### config.mk
export PLATFORM = sky130hd
export DESIGN_NAME = fmul_arbiter
export DESIGN_NICKNAME = d
export VERILOG_FILES = /design/src/rtl/fmul_arbiter.sv
export SDC_FILE = /design/constraint.sdc
export NUM_CORES = 1
export LEC_CHECK = 0
export CELL_PAD_IN_SITES_DETAIL_PLACEMENT = 0
export CELL_PAD_IN_SITES_GLOBAL_PLACEMENT = 1
export CORE_AREA = 2 2 156 158
export CTS_CLUSTER_SIZE = 28
export DETAILED_ROUTE_END_ITERATION = 12
export DIE_AREA = 0 0 158 160
export DONT_BUFFER_PORTS = 1
export GPL_ROUTABILITY_DRIVEN = 0
export HOLD_SLACK_MARGIN = 0.05
export PLACE_DENSITY_LB_ADDON = 0.1
export SYNTH_ARGS = -nofsm -noshare
export SYNTH_HDL_FRONTEND = slang
export SYNTH_SLANG_ARGS = --single-unit
### constraint.sdc
create_clock -name clk -period 2.56 [get_ports clk]
set_input_delay 0.256 -clock clk [delete_from_list [all_inputs] [get_ports clk]]
set_output_delay 0.256 -clock clk [all_outputs]
set_load 0.03 [all_outputs]
### src/rtl/fmul_arbiter.sv
// fmul_arbiter: shares one multi-cycle fmul among N_REQ requesters.
// Grant is fixed priority by default; define FMUL_ARBITER_RR_EN for round-robin.
module fmul_arbiter #(
  parameter int N_REQ = 4,
  parameter int IDW   = $clog2(N_REQ)
) (
  input  logic                  clk,
  input  logic                  rst,
  input  logic [N_REQ-1:0]      req_valid,
  input  logic [32*N_REQ-1:0]   req_x1,
  input  logic [32*N_REQ-1:0]   req_x2,
  output logic [N_REQ-1:0]      req_ready,
  output logic [N_REQ-1:0]      resp_valid,
  output logic [31:0]           resp_y,
  input  logic [N_REQ-1:0]      resp_ready,
  output logic [31:0]           fm_x1,
  output logic [31:0]           fm_x2,
  output logic                  fm_ready,
  input  logic                  fm_valid,
  input  logic [31:0]           fm_y,
  output logic                  busy
);

  typedef enum logic [1:0] {IDLE, ISSUE, WAIT, RESP} state_t;

  localparam logic [N_REQ-1:0] ONE_HOT0 = N_REQ'(1);

  state_t           state, next_state;
  logic [31:0]      op_x1, op_x2, result;
  logic [31:0]      sel_x1, sel_x2;
  logic [IDW-1:0]   grant_idx, gnt_reg;
  logic [N_REQ-1:0] grant_oh, gnt_reg_oh;
  logic             accept;

`ifdef FMUL_ARBITER_RR_EN
  logic [IDW-1:0] last_ptr;

  // Scan descending so the nearest requester after last_ptr overwrites last.
  always_comb begin
    int cand;
    grant_idx = '0;
    for (int k = N_REQ - 1; k >= 0; k--) begin
      cand = (int'(last_ptr) + 1 + k) % N_REQ;
      if (req_valid[cand]) grant_idx = IDW'(cand);
    end
  end

  always_ff @(posedge clk) begin
    if (rst)         last_ptr <= IDW'(N_REQ - 1);
    else if (accept) last_ptr <= grant_idx;
  end
`else
  always_comb begin
    grant_idx = '0;
    for (int k = N_REQ - 1; k >= 0; k--)
      if (req_valid[k]) grant_idx = IDW'(k);
  end
`endif

  assign grant_oh   = ONE_HOT0 << grant_idx;
  assign gnt_reg_oh = ONE_HOT0 << gnt_reg;
  assign accept     = (state == IDLE) && (|req_valid) && !rst;

  always_comb begin
    sel_x1 = '0;
    sel_x2 = '0;
    for (int k = 0; k < N_REQ; k++) begin
      if (grant_idx == IDW'(k)) begin
        sel_x1 = req_x1[32*k +: 32];
        sel_x2 = req_x2[32*k +: 32];
      end
    end
  end

  always_ff @(posedge clk) begin
    if (rst) state <= IDLE;
    else     state <= next_state;
  end

  // req_ready is also masked by rst so no requester sees a transfer that reset discards.
  always_comb begin
    next_state = state;
    req_ready  = '0;
    resp_valid = '0;
    fm_ready   = 1'b0;
    case (state)
      IDLE: begin
        if (|req_valid && !rst) begin
          req_ready  = grant_oh;
          next_state = ISSUE;
        end
      end
      ISSUE: begin
        fm_ready   = 1'b1;
        next_state = WAIT;
      end
      WAIT: begin
        if (fm_valid) next_state = RESP;
      end
      RESP: begin
        resp_valid = gnt_reg_oh;
        if (resp_ready[gnt_reg]) next_state = IDLE;
      end
      default: next_state = IDLE;
    endcase
  end

  // Operands stay registered until the next accept, so fmul inputs never move mid-op.
  always_ff @(posedge clk) begin
    if (rst) begin
      op_x1   <= '0;
      op_x2   <= '0;
      result  <= '0;
      gnt_reg <= '0;
    end else begin
      if (accept) begin
        op_x1   <= sel_x1;
        op_x2   <= sel_x2;
        gnt_reg <= grant_idx;
      end
      if (state == WAIT && fm_valid) result <= fm_y;
    end
  end

  assign fm_x1  = op_x1;
  assign fm_x2  = op_x2;
  assign resp_y = result;
  assign busy   = (state != IDLE);

endmodule

=== Word-level counts from Yosys, hierarchy flattened ===
Cells that the tools add are included.
Widths: inputs -> output; s select.

* Magnitude comparators: 1
* Equality and inequality tests: 9
* Shift operators: 2
* Multiplexer cells: 22
* Reductions and logical operators: 10

{| class="wikitable"
|+ Operators with widths
! kind !! count
|-
| $mux 32 || 8
|-
| $mux 2 || 7
|-
| $mux 4 || 3
|-
| $eq 2x2->1 const B || 4
|-
| $pmux 2 s4 || 1
|-
| $shl 1x2->4 const A || 2
|-
| $eq 2x1->1 const B || 2
|-
| $logic_and 1x1->1 || 4
|-
| $logic_not 2->1 || 2
|-
| $ne 2x2->1 const B || 2
|-
| $reduce_or 4->1 || 1
|-
| $lt 2x3->1 const B || 1
|-
| $reduce_and 3->1 || 1
|-
| $bmux 1 s2 || 1
|-
| $mux 1 || 2
|-
| $ne 2x1->1 const B || 1
|-
| $reduce_bool 2->1 || 1
|-
| $logic_not 1->1 || 1
|}

* Flip-flop bits (word level): 100
* Input port bits: 299
* Output and inout bits: 106
* Word-level logic and storage cells: 49

=== Depth between registers and ports, before layout ===
Gate-level depths: netlist of run 1.

* Depth after elaboration: 9
* Depth in mapped cells: 9
* Mapped depth without buffers: 6

=== Worst setup path after synthesis of run 1 ===
No wires, ideal clock.

* Path type: register -> output
* Start point: reg state[0]
* End point: out req_ready[0]
* Arrival: 1736 ps
* Required time: 2304 ps
* Path slack: 568 ps
* Cell stages (with the launch flop): 9
* Buffers on the path: 3
* Cells stage by stage: dfxtp_1 -> inv_1 -> ha_1 -> nand2b_1 -> or2_1 -> buf_2 -> buf_6 -> buf_6 -> nor2b_1

* Longest elaborated chain between the ends: 2

{| class="wikitable"
|+ Ends and longest elaborated chain
! element !! line !! source
|-
| start, declared || 28 || <nowiki>state_t state, next_state;</nowiki>
|-
| start signal, assigned || 77 || <nowiki>else state <= next_state;</nowiki>
|-
| $logic_not 2->1 || 86 || <nowiki>case (state)</nowiki>
|-
| $mux 4 || 86 ||
|-
| end, declared || 12 || <nowiki>output logic [N_REQ-1:0] req_ready,</nowiki>
|}

Every way passes these cells.

=== Worst setup path in the final report of run 1 ===
Ends and elaborated chain as after synthesis.

==> results of run 1 <==
==> critical path: stages, from the launching register on <==
cell and delay, ns:
dfxtp_1 0.34, inv_1 0.11, ha_1 0.28, nand2b_1 0.12, or2_2 0.33, buf_12 0.19, nor2b_1 0.13, buf_4 0.17
==> final cells by class <==
cell class                      instances  area, sq um  area share
Multi-Input combinational cell        332         2280       0.414
Sequential cell                       100         2000       0.364
Timing Repair Buffer                   48          498      0.0905
Tap cell                              324          405      0.0737
Clock buffer                           10          229      0.0416
Clock inverter                          4         76.3      0.0139
Inverter                                4         15.0     0.00273
==> worst min path at each step <==
stage	start	end	slack [ns]	cells after the start
after CTS	rst	state[0]	0.06	2
after floorplan	fm_y[0]	resp_y[0]	0.39	2
after global routing	rst	state[0]	0.07	2
after global placement	rst	resp_y[12]	0.34	1
final	rst	state[0]	0.07	2
after detailed placement	rst	resp_y[14]	0.34	1
==> cells in the mapped netlist, types with 4 or more instances <==
cell	n
clkbuf_1	28
a21oi_1	36
buf_2	25
a22oi_1	64
nand2b_1	5
o22ai_1	64
inv_1	4
dfxtp_1	100
a222oi_1	64
nand2_1	67
ha_1	5
buf_1	4
==> logic make-up (layout without fill, tap and decap cells) <==
kind of cell    Yosys count  after routing
fa+ha+maj                 5              5
buf+inv                  66             66
mux                       2              2
simple gates             93             93
compound gates          232            232
flops                   100            100
==> timing repair <==
item | in CTS | in global routing
resized for setup | 0 | 0
endpoints found under the hold margin | 98 | 0
hold buffers | 33 | 0
==> power by group through the flow <==
stage | clock network (uW) | registers (uW) | logic (uW)
2_1_floorplan | 0 | 2930 | 877
3_3_place_gp | 0 | 3090 | 1060
3_5_place_dp | 0 | 3070 | 1080
4_1_cts | 1560 | 3040 | 1150
5_1_grt | 1610 | 3080 | 1270
6_report | 1490 | 3030 | 1130
==> through the flow <==
step,instance area (sq um),std cells,power [uW]
floorplan,4560,498,3800
global placement,4850,775,4150
detailed placement,4850,775,4150
CTS,5500,822,5750
global route,5500,822,5960
finish,5500,822,5650
==> layer usage <==
| layer | routed length, microns | up-vias |
|---|---|---|
| met5 | 0 | - |
| met4 | 471 | 0 |
| met3 | 2220 | 25 |
| met2 | 10100 | 296 |
| met1 | 7690 | 2209 |
| li1 | - | 2008 |
==> results.yml, run 1 <==
global_route:
  grt_max_degree: 99
  grt_pass1_wl_mm: 29.0
  use_met3: 0.0573
  grt_use_met1: 0.176
  grt_usage: 0.153
  grt_util_met2: 0.258
  top_usage_layer: "met2"
  antenna_found_initial: 0
  grt_pass1_vias: 4448
  overflow: 0
floorplan:
  num_rows: 57
  core_sq_um: 23800
  dieWidth_microns: 158
  ios: 405
  fp.dieH_microns: 160
  initial_core_util: 0.191
  dieArea_sq_um: 25300
clocking:
  cts_buffer_depth: 2
  insertion_delay_ns: 0.36
  cts_max_level: 3
  cts_tree: "done"
  clkSlewWorstSetupHoldPaths_ns: 0.06
  cts_sinks: 100
  cts_root_buf: "clkbuf_16"
  cts_made_buffers: 9
  post_cts_buffers: 0
sta:
  post-route-period-util: 0.893
  layout_setup_ws_ns: 0.275
  max_slew.worst_pin.slew_ns: 1.20
  relSlewSlack: 0.195
  setup-tns-final_ns: 0
  timing.hold.ws_ns: 0.0715
  fmax_mhz: 438
  slew_violations: 0
  finClkSkew_ns: 0.0160
  min_period_ns: 2.29
  finalHoldViolations: 0
  grt_setup_unrepaired: "no"
  setup_viol: 0
power_and_ir_drop:
  power.density_nw_per_um2: 1030
  cellLeakagePower_uw: 0.00176
  p_sw_frac: 0.418
  p_switching_uw: 2360
  p_seq_frac: 0.537
  clkPwrFrac: 0.263
  internal_power_uw: 3290
  share_comb_of_total_power: 0.200
  peakVddDrop_v: 0.000368
synthesis:
  synth_edf_count: 0
  async_flop_share: 0
  ys.warnings.count: 0
  syn-num-nets: 802
  seq_area_frac_synth: 0.439
  synth_cell_types: 34
  syn_inst: 498
  synth_top_area_share: 0.439
  syn-cell-area_sq_um: 4560
  synth_top_cell_by_area: "dfxtp_1"
  synth-simple-area-share: 0.0925
  synth_top_family_by_area: "compound AO/OA/AOI/OAI gates"
  synthTopCellsByArea: "dfxtp_1 44%, a222oi_1 14%, a22oi_1 11%, o22ai_1 8.8%, nand2_1 5.5%"
  synthAdderAreaFrac: 0.0137
  synth_xor_area_frac: 0
  synth_compound_area_frac: 0.379
  synthFlopType: "dfxtp_1"
  synth_seq_cells: 100
  muxShareOfSynthArea: 0.00714
  avgSynthCellArea_sq_um: 9.15
run:
  max_cap_viol_count: 0
setup_path:
  setup.worst_path.start: "state[0]"
  worst-r2r-setup-slack_ns: 0.39
  r2r_end: "resp_y[12]"
  cp-start-kind: "register"
  crit_type: "reg2out"
  endpoint: "req_ready[0]"
  cp_max_fo: 36
  cp.arrival_ns: 2.03
  reg2reg_depth: 7
  r2r-start: "state[0]"
  cp-end-kind: "output pin"
  worstPathRequired_ns: 2.30
hold_path:
  min_path_type: "in2reg"
finish:
  fin_util: 0.231
  final_common_cell: "dfxtp_1"
  final_nets: 799
  drive_above_1_share: 0.0783
  final_cell_mix: "100 x dfxtp_1, 67 x nand2_1, 64 x a22oi_1, 64 x a222oi_1, 64 x o22ai_1"
  area_delta_synth_final_pct: 20.8
  fillCellCount: 2620
  antenna-diode-count: 0
route:
  first_iter_violations: 627
  drtPass1Iterations: 9
  final_antenna_net_count: 0
  vias_per_cell: 5.52
  num_vias: 4538
  wl_per_cell_microns: 24.9
  drc: 0
  totalWireLength_mm: 20.4
status:
  status: "completed"
placement:
  dp_slack_ns: 0.218
  dp_hpwl_mm: 14.4
  portBuffers: 0
Note: power is estimated with default switching activity, not from simulation.
==> run 2: changes to the inputs <==
--- a/config.mk
+++ b/config.mk
@@ -5,16 +5,18 @@
 export SDC_FILE = /design/constraint.sdc
 export NUM_CORES = 1
 export LEC_CHECK = 0
+export ABC_AREA = 1
 export CELL_PAD_IN_SITES_DETAIL_PLACEMENT = 0
 export CELL_PAD_IN_SITES_GLOBAL_PLACEMENT = 1
-export CORE_AREA = 2 2 156 158
+export CORE_AREA = 2 2 159 161
 export CTS_CLUSTER_SIZE = 28
 export DETAILED_ROUTE_END_ITERATION = 12
-export DIE_AREA = 0 0 158 160
+export DIE_AREA = 0 0 161 163
 export DONT_BUFFER_PORTS = 1
 export GPL_ROUTABILITY_DRIVEN = 0
 export HOLD_SLACK_MARGIN = 0.05
 export PLACE_DENSITY_LB_ADDON = 0.1
+export SETUP_SLACK_MARGIN = 0.3
 export SYNTH_ARGS = -nofsm -noshare
 export SYNTH_HDL_FRONTEND = slang
 export SYNTH_SLANG_ARGS = --single-unit
==> run 2 against run 1 <==
  * Synthesized cell count rose by 150%
  * Combinational power rose by 92%
  * Clock skew fell by 0.0077 ns
  * Register-to-register slack improved by 0.35 ns
  * Critical path type unchanged
==> results.yml, run 2 <==
sta:
  max_slew.worst_pin.slew_ns: 0.770
  finalHoldViolations: 0
  timing.hold.ws_ns: 0.0651
  post-route-period-util: 0.796
  slew_violations: 0
  relSlewSlack: 0.487
  setup_viol: 0
  grt_setup_unrepaired: "no"
  finClkSkew_ns: 0.00826
  setup-tns-final_ns: 0
  fmax_mhz: 491
  min_period_ns: 2.04
setup_path:
  crit_type: "reg2out"
  cp.arrival_ns: 1.78
  worstPathRequired_ns: 2.30
  crit_top_cell: "buf_4"
  cp_max_fo: 15
  critical_path.slowest_cell: "dfxtp_1"
  crit_path_cell_trace: "inv_1, ha_1, nand3_4, buf_4, nor2_1, buf_4"
  cp-end-kind: "output pin"
  cp-start-kind: "register"
  slowest_delay_ns: 0.33
power_and_ir_drop:
  p_seq_frac: 0.416
  p_sw_frac: 0.475
  internal_power_uw: 3260
  power.density_nw_per_um2: 814
  peakVddDrop_v: 0.000384
  clkPwrFrac: 0.234
  cellLeakagePower_uw: 0.00417
  p_switching_uw: 2950
  share_comb_of_total_power: 0.350
finish:
  area_delta_synth_final_pct: 9.05
  final_cell_mix: "338 x nand2_1, 202 x inv_1, 199 x nor2_1"
  drive_above_1_share: 0.0595
  stdcell_area_sq_um: 7630
  final_nets: 1509
  final_common_cell: "nand2_1"
synthesis:
  async_flop_share: 0
  yosysMostFrequentCell: "nand2_1"
  synth_edf_count: 0
  synth_top_cell_by_area: "dfxtp_1"
  ys.warnings.count: 0
  avgSynthCellArea_sq_um: 5.63
  synth_cell_types: 20
  synth_top_area_share: 0.286
  seq_area_frac_synth: 0.286
  syn-num-nets: 1547
  syn_inst: 1243
  synthTopCellsByArea: "dfxtp_1 29%, nand2_1 18%, inv_1 11%, nor2_1 11%, nor3_1 8.1%"
  syn-cell-area_sq_um: 7000
  synth_commonest_cells: "338 x nand2_1, 204 x inv_1, 199 x nor2_1"
  synth_seq_cells: 100
  synthFlopType: "dfxtp_1"
route:
  totalWireLength_mm: 27.0
  num_vias: 7114
  wl_per_cell_microns: 17.5
  final_antenna_net_count: 0
  wl_met2_mm: 12.8
  vias_per_cell: 4.62
  wl_met3_mm: 2.71
  first_iter_violations: 319
  top_layer_used: "met4"
  drc: 0
  drtPass1Iterations: 5
  wl_met1_mm: 10.7
status:
  status: "completed"
global_route:
  grt_max_degree: 69
  antenna_found_initial: 1
  grt_pass1_vias: 6912
  grt_usage: 0.198
  overflow: 0
  grt_pass1_wl_mm: 40.2
floorplan:
  ios: 405
  fp.dieH_microns: 163
  num_rows: 58
  dieWidth_microns: 161
  dieArea_sq_um: 26200
  core_sq_um: 24700
  initial_core_util: 0.284
clocking:
  cts.repair.resized: 0
  clkSlewWorstSetupHoldPaths_ns: 0.08
  cts_root_buf: "clkbuf_16"
  cts_max_level: 3
  cts_sinks: 100
  cts_buffer_depth: 2
  cts_made_buffers: 9
  cts_tree: "done"
  insertion_delay_ns: 0.35
placement:
  dp_hpwl_mm: 18.8
  portBuffers: 0
  place_area_sq_um: 7180
hold_path:
  min_path_type: "in2reg"
run:
  max_cap_viol_count: 0
[run 2: changes by cell type after synthesis, moves of 19 or more]
cell	delta
a21oi_1	+31
a222oi_1	-64
a22oi_1	-64
inv_1	+200
nand2_1	+271
nand3_1	+68
nor2_1	+196
nor3_1	+111
nor3_2	+19
o21ai_0	+33
o22ai_1	-64
[run 2: critical path: cells and delay by family, from the launching register on]
family | cells | cell delay, ns
buffers and inverters | 3 | 0.54
DFF | 1 | 0.33
adders and majority gates | 1 | 0.26
and+or+nand+nor | 2 | 0.29
[run 2: kinds of logic (layout without fill, tap and decap cells)]
family	after synthesis	after routing	share of synthesized area
buffers and inverters	291	258	0.176
DFF	100	100	0.286
other	0	1	0
adders and majority gates	5	5	0.00894
AOI/OAI and AO/OA	101	101	0.0722
and+or+nand+nor	746	746	0.457
[run 2: final cells by class]
| cell class | count | area [sq um] |
|---|---|---|
| repair buffers | 36 | 353 |
| flip-flops and latches | 100 | 2000 |
| clock inverters | 7 | 91.3 |
| multi-input cells | 852 | 3770 |
| fillers | 2919 | 17000 |
| clock buffers | 9 | 225 |
| diodes | 1 | 2.50 |
| inverters | 206 | 773 |
| well taps | 330 | 413 |
[run 2: metrics by stage]
| step | setup WS, ns | util | std cells | total power (uW) |
|---|---|---|---|---|
| final | 0.523 | 0.309 | 1541 | 6210 |
| after global routing | 0.407 | 0.309 | 1540 | 6700 |
| after CTS | 0.486 | 0.309 | 1540 | 6340 |
| after detailed placement | 0.694 | 0.291 | 1513 | 4820 |
| after global placement | 0.734 | 0.291 | 1513 | 4810 |
| after floorplan | 0.596 | - | 1243 | 4220 |
[run 2: layer usage]
layer,vias to the layer above,track usage
met5,-,0
met4,0,0.0649
met2,273,0.343
li1,3689,-
met3,37,0.0766
met1,3115,0.224
[run 2: final timing paths]
check	cells past startpoint	to	startpoint	slack (ns)
max reg2reg	7	fm_x1[22]	state[0]	0.74
min reg2reg	2	state[0]	state[0]	0.57
max	6	req_ready[2]	state[1]	0.52
min	2	resp_y[24]	fm_y[24]	0.07
[run 2: power groups by stage]
stage,clock [uW],sequential (uW),combinational [uW]
after floorplan,0,2530,1690
after global placement,0,2630,2180
after detailed placement,0,2630,2180
after CTS,1520,2590,2220
after global routing,1590,2620,2490
final,1450,2580,2170
[run 2: timing repair]
action                    CTS  global route
buffers inserted            0             0
hold buffers               11             0
hold endpoints to repair   74             0
